[src/rtl/cpu_pipe_pkg.sv]
// Shared pipeline definitions: field widths, per-stage bundle layouts and
// the derived bus widths used to size the inter-stage registers.
package cpu_pipe_pkg;

   localparam int XLEN = 32;

   // Control bundle bit offsets
   localparam int CTRL_REGWRITE = 0;
   localparam int CTRL_MEMTOREG = 1;
   localparam int CTRL_MEMWRITE = 2;
   localparam int CTRL_MEMREAD  = 3;
   localparam int CTRL_REGIN_LO = 4;
   localparam int CTRL_BRANCH   = 6;
   localparam int CTRL_JUMP     = 7;

   typedef struct packed {
      logic       jump;
      logic       branch;
      logic [1:0] regin;
      logic       memread;
      logic       memwrite;
      logic       memtoreg;
      logic       regwrite;
   } ex_mem_ctrl_t;

   typedef struct packed {
      logic [XLEN-1:0] alu_result;
      logic [XLEN-1:0] rv2;
      logic [XLEN-1:0] imm;
      logic [XLEN-1:0] pc_plus4;
      logic [XLEN-1:0] instr;
   } ex_mem_data_t;

   typedef struct packed {
      logic [XLEN-1:0] pc;
      logic [XLEN-1:0] instr;
   } if_id_data_t;

   localparam int EX_MEM_CTRL_W = $bits(ex_mem_ctrl_t);
   localparam int EX_MEM_DATA_W = $bits(ex_mem_data_t);
   localparam int IF_ID_DATA_W  = $bits(if_id_data_t);

   function automatic logic [1:0] count_valid(input logic a, input logic b);
      return {1'b0, a} + {1'b0, b};
   endfunction

endpackage

[src/rtl/pipe_entry_reg.sv]
// One valid+payload storage slot. Clear drops the entry but keeps the
// payload bits; load captures a new entry.
module pipe_entry_reg
   import cpu_pipe_pkg::*;
#(
   parameter int CTRL_W = EX_MEM_CTRL_W,
   parameter int DATA_W = EX_MEM_DATA_W
) (
   input  logic              clk,
   input  logic              rst_n,
   input  logic              clear,
   input  logic              load,
   input  logic [CTRL_W-1:0] d_ctrl,
   input  logic [DATA_W-1:0] d_data,
   output logic              valid,
   output logic [CTRL_W-1:0] ctrl,
   output logic [DATA_W-1:0] data
);

   logic              valid_d, valid_q;
   logic [CTRL_W-1:0] ctrl_d, ctrl_q;
   logic [DATA_W-1:0] data_d, data_q;

   // Next-state selection; clear wins over load
   always_comb begin
      valid_d = valid_q;
      ctrl_d  = ctrl_q;
      data_d  = data_q;
      if (clear) begin
         valid_d = 1'b0;
      end else if (load) begin
         valid_d = 1'b1;
         ctrl_d  = d_ctrl;
         data_d  = d_data;
      end else begin
         valid_d = valid_q;
      end
   end

   // State registers
   always_ff @(posedge clk or negedge rst_n) begin
      if (!rst_n) begin
         valid_q <= 1'b0;
         ctrl_q  <= {CTRL_W{1'b0}};
         data_q  <= {DATA_W{1'b0}};
      end else begin
         valid_q <= valid_d;
         ctrl_q  <= ctrl_d;
         data_q  <= data_d;
      end
   end

   assign valid = valid_q;
   assign ctrl  = ctrl_q;
   assign data  = data_q;

endmodule

[src/rtl/pipe_stage_skid.sv]
// Inter-stage pipeline register with valid/ready handshake, flush and an
// optional two-entry skid buffer (main entry M, skid entry S).
module pipe_stage_skid
   import cpu_pipe_pkg::*;
#(
   parameter int CTRL_W  = EX_MEM_CTRL_W,
   parameter int DATA_W  = EX_MEM_DATA_W,
   parameter bit SKID_EN = 1'b1
) (
   input  logic              clk,
   input  logic              rst_n,
   input  logic              flush,
   input  logic              in_valid,
   output logic              in_ready,
   input  logic [CTRL_W-1:0] in_ctrl,
   input  logic [DATA_W-1:0] in_data,
   output logic              out_valid,
   input  logic              out_ready,
   output logic [CTRL_W-1:0] out_ctrl,
   output logic [DATA_W-1:0] out_data,
   output logic [1:0]        occupancy
);

   logic              m_valid, s_valid;
   logic [CTRL_W-1:0] m_ctrl, s_ctrl, m_d_ctrl;
   logic [DATA_W-1:0] m_data, s_data, m_d_data;
   logic              m_load, m_clear, s_load, s_clear;
   logic              in_rdy, accept, consume;

   // Handshake and load/clear steering for both entries
   always_comb begin
      m_load   = 1'b0;
      m_clear  = 1'b0;
      s_load   = 1'b0;
      s_clear  = 1'b0;
      m_d_ctrl = in_ctrl;
      m_d_data = in_data;
      if (SKID_EN) begin
         in_rdy = !s_valid;
      end else begin
         in_rdy = !m_valid | out_ready;
      end
      accept  = in_valid & in_rdy;
      consume = m_valid & out_ready;
      if (flush) begin
         m_clear = 1'b1;
         s_clear = 1'b1;
      end else if (SKID_EN) begin
         if (!m_valid || out_ready) begin
            // S is older than anything at the input, so it drains first
            if (s_valid) begin
               m_load   = 1'b1;
               m_d_ctrl = s_ctrl;
               m_d_data = s_data;
               if (accept) begin
                  s_load = 1'b1;
               end else begin
                  s_clear = 1'b1;
               end
            end else if (accept) begin
               m_load = 1'b1;
            end else begin
               m_clear = 1'b1;
            end
         end else if (accept) begin
            s_load = 1'b1;
         end else begin
            s_load = 1'b0;
         end
      end else begin
         if (accept) begin
            m_load = 1'b1;
         end else if (consume) begin
            m_clear = 1'b1;
         end else begin
            m_load = 1'b0;
         end
      end
   end

   pipe_entry_reg #(.CTRL_W(CTRL_W), .DATA_W(DATA_W)) u_m (
      .clk    (clk),
      .rst_n  (rst_n),
      .clear  (m_clear),
      .load   (m_load),
      .d_ctrl (m_d_ctrl),
      .d_data (m_d_data),
      .valid  (m_valid),
      .ctrl   (m_ctrl),
      .data   (m_data)
   );

   if (SKID_EN) begin : g_skid
      pipe_entry_reg #(.CTRL_W(CTRL_W), .DATA_W(DATA_W)) u_s (
         .clk    (clk),
         .rst_n  (rst_n),
         .clear  (s_clear),
         .load   (s_load),
         .d_ctrl (in_ctrl),
         .d_data (in_data),
         .valid  (s_valid),
         .ctrl   (s_ctrl),
         .data   (s_data)
      );
   end else begin : g_no_skid
      assign s_valid = 1'b0;
      assign s_ctrl  = {CTRL_W{1'b0}};
      assign s_data  = {DATA_W{1'b0}};
   end

   assign in_ready  = in_rdy;
   assign out_valid = m_valid;
   assign out_ctrl  = m_valid ? m_ctrl : {CTRL_W{1'b0}};
   assign out_data  = m_data;
   assign occupancy = count_valid(m_valid, s_valid);

endmodule

[config.mk]
export PLATFORM = sky130hd
export DESIGN_NAME = pipe_stage_skid
export DESIGN_NICKNAME = d
export VERILOG_FILES = /design/src/rtl/cpu_pipe_pkg.sv /design/src/rtl/pipe_entry_reg.sv /design/src/rtl/pipe_stage_skid.sv
export SDC_FILE = /design/constraint.sdc
export NUM_CORES = 1
export LEC_CHECK = 0
export BUFFER_PORTS_ARGS = -buffer_cell sky130_fd_sc_hd__buf_4
export CORE_AREA = 2 2 215 217
export DETAILED_ROUTE_END_ITERATION = 16
export DIE_AREA = 0 0 217 219
export GPL_TIMING_DRIVEN = 0
export SLEW_MARGIN = 20
export SYNTH_ARGS = -nofsm -noshare
export SYNTH_HDL_FRONTEND = slang
export SYNTH_HIERARCHICAL = 1
export SYNTH_SLANG_ARGS = --single-unit
[constraint.sdc]
create_clock -name clk -period 3.1 [get_ports clk]
set_clock_uncertainty 0.1 [all_clocks]
set_input_delay 0.62 -clock clk [delete_from_list [all_inputs] [get_ports clk]]
set_output_delay 0.62 -clock clk [all_outputs]
set_load 0.02 [all_outputs]
==> impl_metrics.json <==
{
  "syn_avg_cell_area_um2": 17.0,
  "grt_max_degree": 94,
  "dpl.hpwl_mm": 26.1,
  "setup_viol": 0,
  "final_max_slew_viol_count": 0,
  "synthesis.nets": 1096,
  "cp_data_required_time_ps": 3430,
  "powerDensity_nw_per_um2": 657,
  "crit_start": "u_m/valid",
  "drt-initial-drc-count": 419,
  "p_clk_share_pct": 35.4,
  "clk_latency_ps": 560,
  "syn_inst": 922,
  "synth_edf_count": 0,
  "ys_warn_count": 6,
  "critPathSlowestCell": "dfrtp_1",
  "cts_root_buf": "clkbuf_16",
  "die_x_um": 217,
  "cp_max_fo": 13,
  "vias": 9003,
  "slew_headroom_pct": 65.7,
  "clock_sinks": 338,
  "synth_area_um2": 15700,
  "tightest_slew_ps": 515,
  "crit_path_cell_trace": "and2b_1 -> nor3_4 -> buf_4 -> buf_6 -> mux2_1 -> mux2_4",
  "drt-pass1-iter-count": 6,
  "drtAntennaViolNets": 0,
  "seq_area_um2": 8460,
  "synth_top_area_cell": "dfrtp_1",
  "finalCritPeriodShare_pct": 83.6,
  "crit_family": "multiplexers",
  "swShare_pct": 27.5,
  "totalWireLength_mm": 37.7,
  "core_um2": 45100,
  "die_h_um": 219,
  "vdd_drop_max_mv": 0.554,
  "cts_buffer_depth": 3,
  "ys.flop_type": "dfrtp_1",
  "dp_slack_ps": 366,
  "syn2layout_area_growth_pct": 30.6,
  "io_pins": 345,
  "synth-seq-cells": 338,
  "hp-class": "in2reg",
  "global_route.usage.total_pct": 15.9,
  "synthDistinctLibCells": 20,
  "final_net_count": 1487,
  "gr-total-overflow": 0,
  "port_buffers": 344,
  "yosysMostFrequentCell": "dfrtp_1",
  "cp_data_arrival_time_ps": 2920,
  "timing.critical_path.buf_inv": 2,
  "dieArea_um2": 47500,
  "antenna_found_initial": 2,
  "cts_max_level": 2,
  "multi_input_area_um2": 6580,
  "post_drt_wl_per_cell_um": 19.4,
  "grt_pass1_wl_mm": 58.6,
  "r2r-start": "u_m/valid",
  "p_seq_share_pct": 41.8,
  "maxCapViolCount": 0,
  "startpoint_type": "register",
  "period_needed_ps": 2590,
  "drc": 0,
  "hold_viol": 0,
  "critPathMaxStageDelay_ps": 560,
  "cts_tree": "yes",
  "vias_per_cell": 4.63,
  "cts.reportedPaths.clkPinSlew_ps": 60,
  "grt_setup_unrepaired": "no",
  "finalPower_mw": 13.4,
  "crit_path_end_kind": "register",
  "critical_path_class": "reg2reg",
  "ys_seq_area_share_pct": 54.0,
  "rows": 78,
  "status": "finished clean",
  "cts_buffers": 40,
  "setup_slack_ps": 507,
  "ctsHoldBuffers": 1,
  "ys_top_cells_by_count": "dfrtp_1 (338), mux2_2 (204), mux2_4 (200)",
  "layout-drive-gt1-share_pct": 65.0,
  "p_int_mw": 9.74,
  "combPwrFrac_pct": 22.8,
  "power.switching_mw": 3.70,
  "fillers": 4077,
  "p_leak_nw": 9.69,
  "synth-async-reset-ratio_pct": 100,
  "ys_top_cells_by_area": "dfrtp_1 (54%), mux2_4 (19%), mux2_2 (15%)",
  "post_cts_buffers": 0,
  "fmax_mhz": 386,
  "min-delay-start": "in_data[69]",
  "grt_pass1_vias": 9747,
  "synth_top_cell_area_share_pct": 54.0,
  "ctsResizeCount": 0,
  "start_util_pct": 34.8,
  "place_congestion": 0.743
}
[power by group through the flow]
stage | combinational (mW) | sequential (mW) | clock, mW
5_1_grt | 3.26 | 5.71 | 5.10
2_1_floorplan | 1.09 | 6.23 | 0
3_3_place_gp | 3.05 | 5.65 | 0
4_1_cts | 3.11 | 5.62 | 4.93
6_report | 3.07 | 5.62 | 4.75
3_5_place_dp | 3.10 | 5.69 | 0
[cells in the final DEF, fill, tap and decap left out]
cell / instances
buf_8: 21
dlygate4sd3_1: 1
nor2_1: 5
buf_2: 12
nor4b_1: 1
nor3_1: 1
and2_1: 8
diode_2: 1
mux2_1: 100
buf_6: 18
inv_6: 2
nor3_4: 1
nor2b_1: 2
inv_1: 1
mux2_2: 204
clkbuf_16: 41
bufinv_16: 2
and2b_1: 1
a21o_1: 2
buf_4: 347
clkinv_2: 7
clkbuf_1: 8
clkbuf_8: 11
ha_1: 1
buf_12: 2
buf_16: 4
nand2b_1: 1
mux2_4: 200
dfrtp_1: 338
clkinvlp_4: 1
[cells by family (layout without fill, tap and decap cells)]
| group | count (synthesis) | count (layout) | share of synthesized area, % |
|---|---|---|---|
| DFF | 338 | 338 | 54.0 |
| adders and majority gates | 1 | 1 | 0.0798 |
| and+or+nand+nor | 20 | 20 | 0.798 |
| other | 0 | 1 | 0 |
| buffers and inverters | 57 | 478 | 4.06 |
| AOI/OAI and AO/OA | 2 | 2 | 0.0958 |
| muxes | 504 | 504 | 41.0 |
[path summary, 6_finish.rpt]
kind                                       end  slack (ps)  cells after the start
min in group asynchronous        u_m/data[120]         340                      2
max                               u_m/data[55]         510                      6
max in group asynchronous         u_m/data[20]        1060                      5
min reg2reg                        u_m/ctrl[4]         390                      1
max reg2reg                       u_m/data[55]         510                      6
min                        g_skid.u_s/data[69]         200                      2
[registers in the layout, summed over array words and instances, names as in the netlist]
signal and cells:
g_skid.u_s/data 160, u_m/data 160, g_skid.u_s/ctrl 8, u_m/ctrl 8, g_skid.u_s/valid 1, u_m/valid 1
[area by class of cell]
class	count	share of cell area [%]
inverter	1	0.0183
clock inverter	12	0.587
sequential	338	41.3
timing repair buffer	349	13.2
clock buffer	60	5.90
buffer	56	3.09
multi-input combinational	527	32.1
antenna	1	0.0122
tap	600	3.67
[metal layers]
layer | part of all wire (%) | routed length (um) | track usage [%] | vias to the layer above
li1 | - | - | - | 4096
met1 | 44 | 16600 | 20.8 | 4617
met2 | 46 | 17400 | 24.8 | 240
met3 | 8.0 | 3010 | 5.45 | 46
met4 | 1.9 | 730 | 4.47 | 4
met5 | 0.085 | 32 | 0 | -
[metrics by stage]
step / TNS (ps) / cells / hold WS [ps] / cell area (um2) / util [%]
6_report: 0 / 1944 / 198 / 20500 / 45.4
5_1_grt: 0 / 1943 / 171 / 20500 / 45.4
4_1_cts: 0 / 1943 / 161 / 20500 / 45.4
3_5_place_dp: 0 / 1870 / 309 / 19100 / 42.4
3_3_place_gp: -701460 / 1866 / 383 / 19000 / 42.2
2_1_floorplan: 0 / 922 / 224 / 15700 / -
(Power assumes the default switching activity.)
